$ cat src/rtl/mux_n_pipe.sv
// mux_n_pipe: N-input data selector with a registered output stage, a two-entry
// skid buffer on a valid/ready handshake, pipeline flush and a sticky bad-select flag.
`ifndef DATA_WIDTH
`define DATA_WIDTH 32
`endif

module mux_n_pipe #(
    parameter int WIDTH  = `DATA_WIDTH,
    parameter int NUM_IN = 4,
    parameter int SEL_W  = $clog2(NUM_IN)
) (
    input  logic                    clk,
    input  logic                    rst,
    input  logic                    flush,
    input  logic [NUM_IN*WIDTH-1:0] in_data,
    input  logic [SEL_W-1:0]        in_sel,
    input  logic                    in_valid,
    output logic                    in_ready,
    output logic [WIDTH-1:0]        out_data,
    output logic                    out_valid,
    input  logic                    out_ready,
    output logic                    sel_err
);

    // Occupancy is encoded directly by {skid_valid, out_valid}; 2'b10 is never entered.
    typedef enum logic [1:0] {
        ST_EMPTY = 2'b00,
        ST_ONE   = 2'b01,
        ST_BAD   = 2'b10,
        ST_FULL  = 2'b11
    } state_e;

    // True when sel addresses one of the NUM_IN populated inputs.
    function automatic logic sel_in_range(input logic [SEL_W-1:0] sel);
        logic legal;
        legal = 1'b0;
        for (int k = 0; k < NUM_IN; k++) begin
            legal = legal | (sel == SEL_W'(k));
        end
        return legal;
    endfunction

    // Selected word; any select that matches no populated input falls back to input 0.
    function automatic logic [WIDTH-1:0] pick_word(
        input logic [NUM_IN*WIDTH-1:0] data,
        input logic [SEL_W-1:0]        sel
    );
        logic [WIDTH-1:0] word;
        word = data[WIDTH-1:0];
        for (int k = 1; k < NUM_IN; k++) begin
            word = (sel == SEL_W'(k)) ? data[k*WIDTH +: WIDTH] : word;
        end
        return word;
    endfunction

    logic [WIDTH-1:0] out_data_r;
    logic             out_valid_r;
    logic [WIDTH-1:0] skid_data_r;
    logic             skid_valid_r;
    logic             in_ready_r;
    logic             sel_err_r;

    logic [WIDTH-1:0] nxt_out_data_s;
    logic             nxt_out_valid_s;
    logic [WIDTH-1:0] nxt_skid_data_s;
    logic             nxt_skid_valid_s;
    logic             nxt_in_ready_s;
    logic             nxt_sel_err_s;

    logic [WIDTH-1:0] sel_word_s;
    logic             sel_legal_s;
    logic             in_xfer_s;
    logic             out_xfer_s;
    state_e           state_s;

    assign sel_word_s  = pick_word(in_data, in_sel);
    assign sel_legal_s = sel_in_range(in_sel);
    assign in_xfer_s   = in_valid && in_ready_r;
    assign out_xfer_s  = out_valid_r && out_ready;
    assign state_s     = state_e'({skid_valid_r, out_valid_r});

    // Next-state and datapath steering for the main/skid register pair.
    always_comb begin
        nxt_out_data_s   = out_data_r;
        nxt_out_valid_s  = out_valid_r;
        nxt_skid_data_s  = skid_data_r;
        nxt_skid_valid_s = skid_valid_r;
        nxt_sel_err_s    = sel_err_r;

        case (state_s)
            ST_EMPTY: begin
                if (in_xfer_s) begin
                    nxt_out_valid_s = 1'b1;
                    nxt_out_data_s  = sel_word_s;
                end else begin
                    nxt_out_valid_s = 1'b0;
                end
            end
            ST_ONE: begin
                if (in_xfer_s && out_xfer_s) begin
                    nxt_out_data_s = sel_word_s;
                end else if (in_xfer_s) begin
                    nxt_skid_valid_s = 1'b1;
                    nxt_skid_data_s  = sel_word_s;
                end else if (out_xfer_s) begin
                    nxt_out_valid_s = 1'b0;
                end else begin
                    nxt_out_valid_s = 1'b1;
                end
            end
            ST_FULL: begin
                if (out_xfer_s) begin
                    nxt_out_data_s   = skid_data_r;
                    nxt_skid_valid_s = 1'b0;
                end else begin
                    nxt_skid_valid_s = 1'b1;
                end
            end
            default: begin
                // Recover an orphaned skid word into the main register rather than lose it.
                nxt_out_data_s   = skid_data_r;
                nxt_out_valid_s  = 1'b1;
                nxt_skid_valid_s = 1'b0;
            end
        endcase

        if (flush) begin
            // Data registers hold; only the valid bits and the error flag are cleared.
            nxt_out_data_s   = out_data_r;
            nxt_out_valid_s  = 1'b0;
            nxt_skid_data_s  = skid_data_r;
            nxt_skid_valid_s = 1'b0;
            nxt_sel_err_s    = 1'b0;
        end else if (in_xfer_s && !sel_legal_s) begin
            nxt_sel_err_s = 1'b1;
        end else begin
            nxt_sel_err_s = sel_err_r;
        end

        nxt_in_ready_s = !nxt_skid_valid_s;
    end

    // State registers with synchronous reset.
    always_ff @(posedge clk) begin
        if (rst) begin
            out_data_r   <= '0;
            out_valid_r  <= 1'b0;
            skid_data_r  <= '0;
            skid_valid_r <= 1'b0;
            in_ready_r   <= 1'b1;
            sel_err_r    <= 1'b0;
        end else begin
            out_data_r   <= nxt_out_data_s;
            out_valid_r  <= nxt_out_valid_s;
            skid_data_r  <= nxt_skid_data_s;
            skid_valid_r <= nxt_skid_valid_s;
            in_ready_r   <= nxt_in_ready_s;
            sel_err_r    <= nxt_sel_err_s;
        end
    end

    assign in_ready  = in_ready_r;
    assign out_data  = out_data_r;
    assign out_valid = out_valid_r;
    assign sel_err   = sel_err_r;

endmodule
$ cat config.mk
export PLATFORM = sky130hd
export DESIGN_NAME = mux_n_pipe
export DESIGN_NICKNAME = d
export VERILOG_FILES = /design/src/rtl/mux_n_pipe.sv
export SDC_FILE = /design/constraint.sdc
export NUM_CORES = 1
export LEC_CHECK = 0
export BUFFER_PORTS_ARGS = -buffer_cell sky130_fd_sc_hd__buf_4
export CORE_MARGIN = 2
export CORE_UTILIZATION = 30
export DETAILED_ROUTE_END_ITERATION = 8
export HOLD_SLACK_MARGIN = 0.05
export SETUP_SLACK_MARGIN = 0.02
export SLEW_MARGIN = 5
export SYNTH_ARGS = -nofsm -noshare
export SYNTH_HDL_FRONTEND = slang
export SYNTH_SLANG_ARGS = --single-unit
$ cat constraint.sdc
create_clock -name clk -period 1.84 [get_ports clk]
set_input_delay 0.184 -clock clk [delete_from_list [all_inputs] [get_ports clk]]
set_output_delay 0.184 -clock clk [all_outputs]
set_load 0.02 [all_outputs]
==> After elaboration in Yosys (flattened, before gate mapping) <==
Cells that the tools add are included.
{ "totals": {"input_bits": 135, "output_inout_bits": 35, "latchBits": 0, "wordCells": 50, "regBits": 68, "mem_bits_ro": 0, "n_memories": 0, "ramBits": 0} }
{ "classes": {"n_mux": 16, "reduce_logical": 12, "n_div": 0, "mul": 0, "n_addsub": 0, "bitwise": 6, "shift": 0, "n_eq_ne": 10, "order_cmp": 0} }
{ "ops": {"columns": ["operator", "count"], "rows": [
  ["32-bit 2-to-1 mux", 6],
  ["32-bit case mux with 3 select lines", 1],
  ["2-bit inequality test (second input constant)", 5],
  ["4-bit AND reduction", 2],
  ["1-bit 2-to-1 mux", 7],
  ["2-bit == test (second input constant)", 3],
  ["1-bit case mux with 3 select lines", 2],
  ["2-bit by 1-bit == test with 1-bit output (second input constant)", 2],
  ["1-bit logical AND", 4],
  ["2-bit logical NOT", 2],
  ["1-bit inverter", 3],
  ["1-bit OR", 3],
  ["3-bit AND reduction", 1],
  ["1-bit logical NOT", 2],
  ["2-bit OR reduction", 1]
]} }

==> Longest topological paths before layout <==
{ "logic_depth": {"depth_word": 6, "mapped_depth": 6, "mapped_depth_nobuf": 3} }

==> Worst setup path before layout <==
Ideal clock, no wire load.
{ "synth_timing": {"kind": "register to register", "start": "register out_valid_r, in the netlist out_valid", "end": "register out_data_r[0], in the netlist out_data[0]", "path_buffers": 2, "slack_ns": 0.420, "arrival_ns": 1.282, "setup_time_ns": 0.137, "period_less_slack_ns": 1.420, "path_stages_with_launch": 6, "required_time_ns": 1.703, "path_cell_list": "dfxtp_1 nor2b_1 buf_2 nor3_2 clkbuf_1 a211oi_1"} }
{ "synth_between": {"elab_chain_len": 4, "elab_cells_between_ends": 10, "classes_between": "5 x eq/ne; 1 x mux; 4 x reduce/logical"} }
{ "synth_lines": {"columns": ["item", "line", "text"], "rows": [
  ["start, declared", "57", "logic out_valid_r;"],
  ["start signal, assigned", "154", "out_valid_r <= nxt_out_valid_s;"],
  ["1-bit logical AND", "79", "assign out_xfer_s = out_valid_r && out_ready;"],
  ["1-bit logical AND", "100", "if (in_xfer_s && out_xfer_s) begin"],
  ["2-bit inequality test (no source line)", null, null],
  ["4-bit AND reduction (no source line)", null, null],
  ["end signal, assigned", "153", "out_data_r <= nxt_out_data_s;"],
  ["end, declared", "56", "logic [WIDTH-1:0] out_data_r;"]
]} }
Several ways; a longest one is shown, not always the timed one.
A chain may end at the register's enable or synchronous reset.

==> Final worst setup path <==
{ "layout_timing": {"start": "register in_ready_r, in the netlist in_ready", "end": "register out_data_r[22], in the netlist out_data[22]"} }
{ "layout_between": {"elab_chain_len": 4, "elab_cells_between_ends": 5, "classes_between": "2 x eq/ne; 3 x reduce/logical"} }
{ "layout_lines": {"columns": ["item", "line", "text"], "rows": [
  ["start, declared", "60", "logic in_ready_r;"],
  ["start signal, assigned", "157", "in_ready_r <= nxt_in_ready_s;"],
  ["1-bit logical AND (*)", "78", "assign in_xfer_s = in_valid && in_ready_r;"],
  ["1-bit logical AND", "100", null],
  ["2-bit inequality test (no source line)", null, null],
  ["4-bit AND reduction (no source line) (*)", null, null]
]} }
Mark *: on every way between the ends. The rest lies on a longest branch, timed or not.

==> tab_implementation.tex <==
\begin{tabular}{lr}
\hline
Metric & Value \\
\hline
\multicolumn{2}{l}{\textbf{Layout}} \\
\quad Number of fill cells in the layout & 1124 \\
\quad Most common cell after layout, fill and taps aside & buf\_4 \\
\quad Fraction of final layout cells sized beyond drive strength 1 & 47.43\% \\
\quad Utilization of the core after routing & 45.35\% \\
\quad Most used cells in the layout excluding fill and tap cells & buf\_4 (183), dfxtp\_1 (67), nand3\_1 (33), a21oi\_1 (33) \\
\quad Number of antenna repair diodes & 0 \\
\quad Cell area after layout & 5424 µm² \\
\quad Signed area change from the synthesized netlist to the final layout & 47.60\% \\
\quad Net count of the finished layout & 637 \\
\multicolumn{2}{l}{\textbf{CTS}} \\
\quad Number of clock sinks & 68 \\
\quad Clock slew at the register clock pins of the worst setup and hold paths & 0.06 ns \\
\quad Buffer cell driving the clock tree root & clkbuf\_16 \\
\quad Buffers from clock root to sink, at most & 2 \\
\quad Post-CTS Repair Setup Buffers & 0 \\
\quad CTS H-Tree Depth & 3 \\
\quad Worst-Skew Late Latency & 0.33 ns \\
\quad Hold bufs inserted after CTS & 0 \\
\quad Clock buffer count from CTS & 9 \\
\quad Clock tree from TritonCTS & built \\
\quad Number of instances resized during post-cts repair & 0 \\
\multicolumn{2}{l}{\textbf{Setup path}} \\
\quad Worst setup path category & reg2reg \\
\quad Sort of element at the start of the critical path & flop \\
\quad Beginning of the critical path & in\_ready\$\_SDFF\_PP1\_ \\
\quad Crit. End Element & flop \\
\quad Critical R2R Launch & in\_ready\$\_SDFF\_PP1\_ \\
\quad Required @ worst endpoint & 2.08 ns \\
\quad Top fanout value on the critical path & 20 \\
\quad Critical path arrival & 1.67 ns \\
\quad Count of cells along the worst register-to-register path & 4 \\
\multicolumn{2}{l}{\textbf{Yosys}} \\
\quad Syn\_area\_per\_cell & 10.50 µm² \\
\quad Portion of the post-synthesis area used by sequential elements & 37.04\% \\
\quad Top area cells in the synthesized netlist & dfxtp\_1 (37\%), mux4\_2 (20\%), mux2i\_1 (8.7\%) \\
\quad Number of register bits inferred by synthesis & 68 \\
\quad Mapped Nets & 485 \\
\quad Area share of the largest cell type after synthesis & 37.04\% \\
\quad Number of cells produced by synthesis & 350 \\
\quad Library cell occupying the most area in the post-synthesis netlist & dfxtp\_1 \\
\quad Synth Warn \# & 0 \\
\quad Synthesized area & 3675 µm² \\
\quad Number of distinct standard cells referenced by the synthesized netlist & 26 \\
\multicolumn{2}{l}{\textbf{Global route}} \\
\quad Via count of the first global-routing pass & 3636 \\
\quad GRT Overall Usage & 17.88\% \\
\quad Largest net degree at the start of global routing & 39 \\
\quad Grt total ovfl & 0 \\
\quad Initial antenna violation count & 0 \\
\quad Wire length of the first global-routing pass & 18300 µm \\
\multicolumn{2}{l}{\textbf{Routing}} \\
\quad Wirelength per Cell & 17.87 µm \\
\quad Remaining antenna violation count & 0 \\
\quad Via count & 3548 \\
\quad DRC violations left & 0 \\
\quad Drt pass-1 iters & 4 \\
\quad Mean number of vias per cell & 5.433 \\
\quad Routed wire length & 11670 µm \\
\quad First-iteration detailed-routing DRC count & 198 \\
\multicolumn{2}{l}{\textbf{Timing}} \\
\quad Final setup violation count & 0 \\
\quad Actual transition at the worst max-transition pin & 0.5857 ns \\
\quad Final min period & 1.434 ns \\
\quad Tightest slew margin relative to the limit & 60.90\% \\
\quad Setup repair after global routing missed its margin & no \\
\quad Highest attainable clock frequency & 697.6 MHz \\
\quad Slew Limit Fails & 0 \\
\quad Crit path setup slack, layout & 0.4065 ns \\
\quad Final critical-path share of the clock period & 77.91\% \\
\quad Worst clock skew on the final layout & 0.009643 ns \\
\quad Sum Neg Setup Slack & 0 ns \\
\quad Final Hold Vio Count & 0 \\
\multicolumn{2}{l}{\textbf{Die}} \\
\quad DIE HEIGHT & 114.7 µm \\
\quad I/O Pins & 170 \\
\quad Die area & 13150 µm² \\
\quad Starting density of the core & 30.72\% \\
\quad Core ar. & 11960 µm² \\
\quad Row count & 40 \\
\quad Width of the die & 114.7 µm \\
\multicolumn{2}{l}{\textbf{Flow run}} \\
\quad Max-cap violations & 0 \\
\multicolumn{2}{l}{\textbf{Placement}} \\
\quad Global placer's final weighted congestion & 0.7703 \\
\quad Half-perimeter wire length after detailed placement & 8438 µm \\
\quad Worst setup slack after placement & 0.3240 ns \\
\quad Placed Area & 5061 µm² \\
\quad Number of port buffers & 169 \\
\multicolumn{2}{l}{\textbf{Outcome}} \\
\quad Result of the run & complete, no violations \\
\multicolumn{2}{l}{\textbf{Pwr}} \\
\quad Power density of the placed cells & 832.8 nW/µm² \\
\quad Worst VDD drop & 0.0004076 V \\
\quad Tot Pwr & 0.004517 W \\
\quad Leakage power summed over all cells & 2.094 nW \\
\multicolumn{2}{l}{\textbf{Worst hold path}} \\
\quad Startpoint of the tightest hold check path & out\_ready \\
\quad Hold Path Depth & 4 \\
\quad Hold WC Path Type & in2reg \\
\hline
\end{tabular}
-- cells by family after synthesis --
logic type | after synthesis | synth area share [%]
AOI/OAI and AO/OA | 131 | 21.28
and+or+nand+nor | 40 | 5.959
buffers and inverters | 47 | 7.388
DFF | 68 | 37.04
muxes | 64 | 28.33
-- synth_stat cells --
library cell and instances:
dfxtp_1 68, a21oi_1 33, nand3_1 33, a211oi_1 32, a31oi_1 32, mux2i_1 32, mux4_2 32, o21ai_0 30
clkbuf_1 24, buf_4 8, buf_2 7, buf_12 3, buf_1 2, o21ai_1 2, a21boi_0 1, a21o_2 1
and2_1 1, buf_6 1, inv_1 1, inv_2 1, nand2b_1 1, nand4bb_1 1, nor2_1 1, nor2b_1 1
nor3_2 1, nor4bb_1 1
-- final timing paths --
check | end | slack (ns)
worst max register to register | out_data[22]$_SDFFE_PP0P_ | 0.41
worst min register to register | skid_data_r[17]$_SDFFE_PP0P_ | 0.47
worst max-delay path | out_data[22]$_SDFFE_PP0P_ | 0.41
worst min-delay path | skid_data_r[27]$_SDFFE_PP0P_ | 0.17
-- state kept, by name, indices dropped and copies added, names as in the netlist --
| name | count |
|---|---|
| in_ready | 1 |
| out_data | 32 |
| out_valid | 1 |
| sel_err | 1 |
| skid_data_r | 32 |
| skid_valid_r | 1 |
-- final cells by class --
| type | instances | area (µm²) | share of cell area, % |
|---|---|---|---|
| multi-input cells | 235 | 2073 | 38.22 |
| repair buffers | 186 | 1434 | 26.44 |
| flip-flops and latches | 68 | 1363 | 25.12 |
| clock buffers | 9 | 225.2 | 4.152 |
| well taps | 147 | 183.9 | 3.391 |
| clock inverters | 6 | 137.6 | 2.537 |
| inverters | 2 | 7.507 | 0.1384 |
-- power breakdown --
group,switching (W),internal [W]
Sequential,0.0000313,0.00153
Combinational,0.000386,0.000462
Clock,0.000648,0.00146
Total,0.00107,0.00345
-- layer usage --
layer / global-route usage [%] / share of wire (%) / vias up
met4: 6.423 / 1.3 / 0
met3: 3.653 / 5.2 / 10
met5: 0 / 0 / -
met1: 22.19 / 41 / 1730
li1: - / - / 1688
met2: 30.69 / 53 / 120
-- worst max-delay path, cell delays in order (launching register included) --
cell      delay (ns)
dfxtp_1         0.41
a21o_2          0.36
buf_12          0.21
a31oi_1         0.10
a211oi_1        0.25
-- stage by stage --
stage | hold WS (ns) | std cells
final | 0.1726 | 653
after global routing | 0.1957 | 653
after CTS | 0.1699 | 653
after detailed placement | 0.4658 | 638
after global placement | 0.4500 | 638
after floorplan | 0.3372 | 350
Power figures use the tool's default switching activity.
